==> config.mk <==
export PLATFORM = sky130hd
export DESIGN_NAME = serial_frame_tx
export DESIGN_NICKNAME = d
export VERILOG_FILES = /design/src/rtl/serial_frame_tx.sv
export SDC_FILE = /design/constraint.sdc
export NUM_CORES = 1
export LEC_CHECK = 0
export BUFFER_PORTS_ARGS = -buffer_cell sky130_fd_sc_hd__buf_2
export CORE_MARGIN = 2
export CORE_UTILIZATION = 23
export DETAILED_ROUTE_END_ITERATION = 10
export GPL_TIMING_DRIVEN = 1
export PLACE_DENSITY_LB_ADDON = 0.2
export REMOVE_ABC_BUFFERS = 1
export SYNTH_ARGS = -nofsm -noshare
export SYNTH_HDL_FRONTEND = slang
export SYNTH_SLANG_ARGS = --single-unit
==> constraint.sdc <==
create_clock -name clk -period 2.4 [get_ports clk]
set_input_delay 0.12 -clock clk [delete_from_list [all_inputs] [get_ports clk]]
set_output_delay 0.12 -clock clk [all_outputs]
set_load 0.02 [all_outputs]
==> src/rtl/serial_frame_tx.sv <==
// Serial frame transmitter: start bit, 2-bit port number, 4-bit length (both MSB first),
// then the payload LSB first. Advances only on Clk_EN ticks; SerOut idles high.
module serial_frame_tx (
  input  logic        clk,
  input  logic        rst,
  input  logic        Clk_EN,
  input  logic        start,
  input  logic [1:0]  port_sel,
  input  logic [3:0]  len,
  input  logic [14:0] data_in,
  output logic        SerOut,
  output logic        busy,
  output logic        done,
  output logic [3:0]  bits_left,
  output logic [2:0]  state_dbg
);

  // Handshake: a request is taken on a tick edge where start=1 and busy=0;
  // busy stays high until the frame-ending tick, which also pulses done for one clk.

  typedef enum logic [2:0] {
    IDLE  = 3'd0,
    START = 3'd1,
    PORT  = 3'd2,
    LEN   = 3'd3,
    DATA  = 3'd4
  } state_t;

  state_t      state;
  logic [1:0]  port_q;
  logic [3:0]  len_q;
  logic [14:0] shreg;
  logic [1:0]  pos;

  assign state_dbg = state;

  always_ff @(posedge clk) begin
    if (rst) begin
      state     <= IDLE;
      SerOut    <= 1'b1;
      busy      <= 1'b0;
      done      <= 1'b0;
      bits_left <= 4'd0;
      port_q    <= 2'd0;
      len_q     <= 4'd0;
      shreg     <= 15'd0;
      pos       <= 2'd0;
    end else begin
      done <= 1'b0;
      if (Clk_EN) begin
        case (state)
          IDLE: begin
            if (start) begin
              port_q    <= port_sel;
              len_q     <= len;
              shreg     <= data_in;
              bits_left <= len;
              SerOut    <= 1'b0;
              busy      <= 1'b1;
              state     <= START;
            end
          end
          START: begin
            SerOut <= port_q[1];
            pos    <= 2'd1;
            state  <= PORT;
          end
          PORT: begin
            if (pos == 2'd1) begin
              SerOut <= port_q[0];
              pos    <= 2'd0;
            end else begin
              SerOut <= len_q[3];
              pos    <= 2'd3;
              state  <= LEN;
            end
          end
          LEN: begin
            // pos is the index of the length bit currently on the line
            if (pos != 2'd0) begin
              SerOut <= len_q[pos - 2'd1];
              pos    <= pos - 2'd1;
            end else if (len_q == 4'd0) begin
              SerOut    <= 1'b1;
              busy      <= 1'b0;
              done      <= 1'b1;
              bits_left <= 4'd0;
              state     <= IDLE;
            end else begin
              SerOut    <= shreg[0];
              shreg     <= {1'b0, shreg[14:1]};
              bits_left <= len_q - 4'd1;
              state     <= DATA;
            end
          end
          DATA: begin
            // bits_left reaches 0 while the last payload bit is on the line
            if (bits_left != 4'd0) begin
              SerOut    <= shreg[0];
              shreg     <= {1'b0, shreg[14:1]};
              bits_left <= bits_left - 4'd1;
            end else begin
              SerOut    <= 1'b1;
              busy      <= 1'b0;
              done      <= 1'b1;
              bits_left <= 4'd0;
              state     <= IDLE;
            end
          end
          default: begin
            SerOut    <= 1'b1;
            busy      <= 1'b0;
            bits_left <= 4'd0;
            state     <= IDLE;
          end
        endcase
      end
    end
  end

endmodule

==> summary.txt <==
Detailed routing
  – Detailed-route wire length: 5750 µm
  – Antenna viol nets, final: 0
  – DRT Pass-1 Iters: 4
  – Drc violations: 0
  – DR vias/cell: 4.86
  – 1st-iter DRT viols: between 100 and 150
  – DR WL/cell: between 15 and 20 µm
  – DR vias: around 1,900

Yosys
  – Post-Syn Area: roughly 2200 µm²
  – Main synth FF type: dfxtp_1
  – Dominant cell type by area after synthesis: dfxtp_1
  – EDFF count, synth: 0
  – Synth cell types: 52
  – Post-synthesis sequential area ratio: 30.7%
  – Main combinational cell family by area after synthesis: simple AND/OR/NAND/NOR gates
  – Count leader, synth: dfxtp_1
  – FF+latch count, synth: 33
  – Yosys warning count: 0
  – Compound-Gate Fraction of Synth Area: 19.9%
  – Synth top area share: a little under a third
  – XOR/XNOR Fraction of Synth Area: 0.407%
  – Post-synth top cells: dfxtp_1, nor2b_1, o21ai_0
  – Simple-Gate Fraction of Synth Area: around a quarter
  – Multiplexer share of the synthesized area: 15.2%
  – FFs w/ async S/R, synth: 0%
  – Post-Synth Adder-Cell Area: roughly 2.9%
  – Main area contributors after synthesis: dfxtp_1, mux2_4, nor2b_1
  – Post-Synthesis Cells: roughly 240
  – Avg Inst Size Synth: ~9 µm²

Timing
  – Final Hold Fails: 0
  – Hold WS: between 0.06 and 0.07 ns
  – Pins Over Slew Limit: 0
  – Clock skew: approximately 0.0059 ns
  – Setup_tns: 0 ns
  – RSZ-0062 raised after global routing: false
  – Endpoints failing setup: 0
  – FMAX: approximately 450 MHz
  – Actual slew at the worst max-slew pin: between 0.7 and 0.8 ns
  – Final Critical Period: about 2.2 ns
  – Slew headroom: between 50% and 60%
  – Period utilisation layout: between 90% and 100%

GRT
  – GRT Util Overall: roughly an eighth
  – Largest net degree at the start of global routing: 30
  – First-pass GRT wire length: 9320 µm
  – Total grt overflow: 0
  – Vias in the first global route: about 1,800
  – Initial antenna violation count: 0

Clock network
  – Post-CTS Repair Setup Buffers: 0
  – Gates resized, CTS repair: 0
  – Clock root buffer: clkbuf_8
  – H-tree level count: 2
  – Clk_lat worst skew: approximately 0.29 ns
  – Num CTS Buffers: 5
  – CTS Hold Bufs: 0
  – CTS Buffer Depth: 2
  – CTS sink cnt: 33
  – CTS clk-pin slew, worst paths: roughly 0.070 ns
  – CTS tree: built

Floorplan
  – Die height: around 100 µm
  – Initial Util: approximately a quarter
  – Die area: between 10,000 and 15,000 µm²
  – Row count: 35
  – Core footprint: 9150 µm²
  – Boundary Pins: 35
  – Die X-Extent: just over 100 µm

Pwr
  – Lkg Pwr: ~1.1 nW
  – P per Cell Area: 549 nW/µm²
  – Maximum vdd ir drop: approximately 180 µV

Place
  – GPL Wtd Cong: between 0.8 and 0.9
  – IO buf count: 34
  – Hpwl dp: 4110 µm

Worst setup path
  – CP Data Required Time: roughly 2.6 ns
  – CP Launch Type: register
  – Crit path capture type: register
  – Crit path arrival time: roughly 2.4 ns
  – Critical path class: register to register
  – Critical path peak fanout: 15

Flow run
  – Max-cap violation count: 0

Layout
  – Layout area overhead: 16.8%
  – Final #Nets: approximately 300
  – N_diodes: 0
  – Share of cells above drive strength 1: between 30% and 40%

Hold path
  – Worst Hold Class: input port to register

Run status
  – Outcome: finished, final reports clean
[report_power, final]
part | internal, mW | total (mW) | switching (mW)
clock network | 0.201 | 0.417 | 0.216
registers | 0.588 | 0.626 | 0.0380
logic | 0.162 | 0.338 | 0.175
[sequential cells by signal, summed over array words and instances (netlist names), 2 cells and up]
register	flops
shreg	15
port_q	2
state_dbg	3
pos	2
len_q	4
bits_left	4
[per-layer routing]
layer,share of wire [%],track usage (%),routed length [µm],vias up
met3,3.4,2.43,198,6
met4,1.3,3.37,73,0
met2,44,17.8,2510,35
li1,-,-,-,933
met5,0,0,0,-
met1,52,16.9,2970,888
[final timing paths]
check | slack, ns | start | endpoint | cells after the start
max | 0.19 | len_q[0]$_SDFFE_PP0P_ | shreg[0]$_SDFFE_PP0P_ | 6
min | 0.07 | port_sel[1] | port_q[1]$_SDFFE_PP0P_ | 3
max reg2reg | 0.19 | len_q[0]$_SDFFE_PP0P_ | shreg[0]$_SDFFE_PP0P_ | 6
min reg2reg | 0.48 | shreg[14]$_SDFFE_PP0P_ | shreg[14]$_SDFFE_PP0P_ | 2
[placed cells by master, fill, tap and decap left out, types with 3 or more instances in the layout]
cell	count
nand2_1	7
mux2_2	7
mux2i_1	9
o21ai_0	19
a222oi_1	3
buf_2	34
buf_4	9
ha_1	5
a21oi_1	18
nand3_1	17
nor2_1	11
dfxtp_1	33
nor3_1	5
nor2b_1	19
clkbuf_8	5
mux2_4	9
nor3b_2	3
inv_1	12
[critical path, cell delays in order, from the launching register on]
cell and delay [ns]:
dfxtp_1 0.34, inv_1 0.08, ha_1 0.17, nor3b_2 0.40
nor2_4 0.09, o2111ai_4 0.61, mux2_2 0.40
[per-stage QoR]
stage          total power, mW  util (%)  cell area (µm²)  worst slack (ns)  cells
2_1_floorplan            0.859         -             2040             0.282    220
3_3_place_gp             0.980      26.6             2430             0.238    375
3_5_place_dp             0.977      26.6             2430             0.187    375
4_1_cts                   1.40      27.5             2510             0.184    383
5_1_grt                   1.46      27.5             2510            0.0522    383
6_report                  1.38      27.5             2510             0.185    383
[cell type report]
| class | count | area, µm² |
|---|---|---|
| clock buffers | 6 | 72.6 |
| clock inverters | 2 | 10.0 |
| fillers | 983 | 6640 |
| inverters | 12 | 45.0 |
| multi-input cells | 175 | 1330 |
| flip-flops and latches | 33 | 661 |
| well taps | 111 | 139 |
| repair buffers | 44 | 258 |
[cell families (layout without fill, tap and decap cells)]
group | Yosys count | count (layout)
simple gates | 80 | 80
fa+ha+maj | 5 | 5
compound gates | 63 | 63
flops | 33 | 33
mux | 26 | 26
xor+xnor | 1 | 1
buf+inv | 31 | 64
No activity file was read; power rests on OpenSTA's default activity.
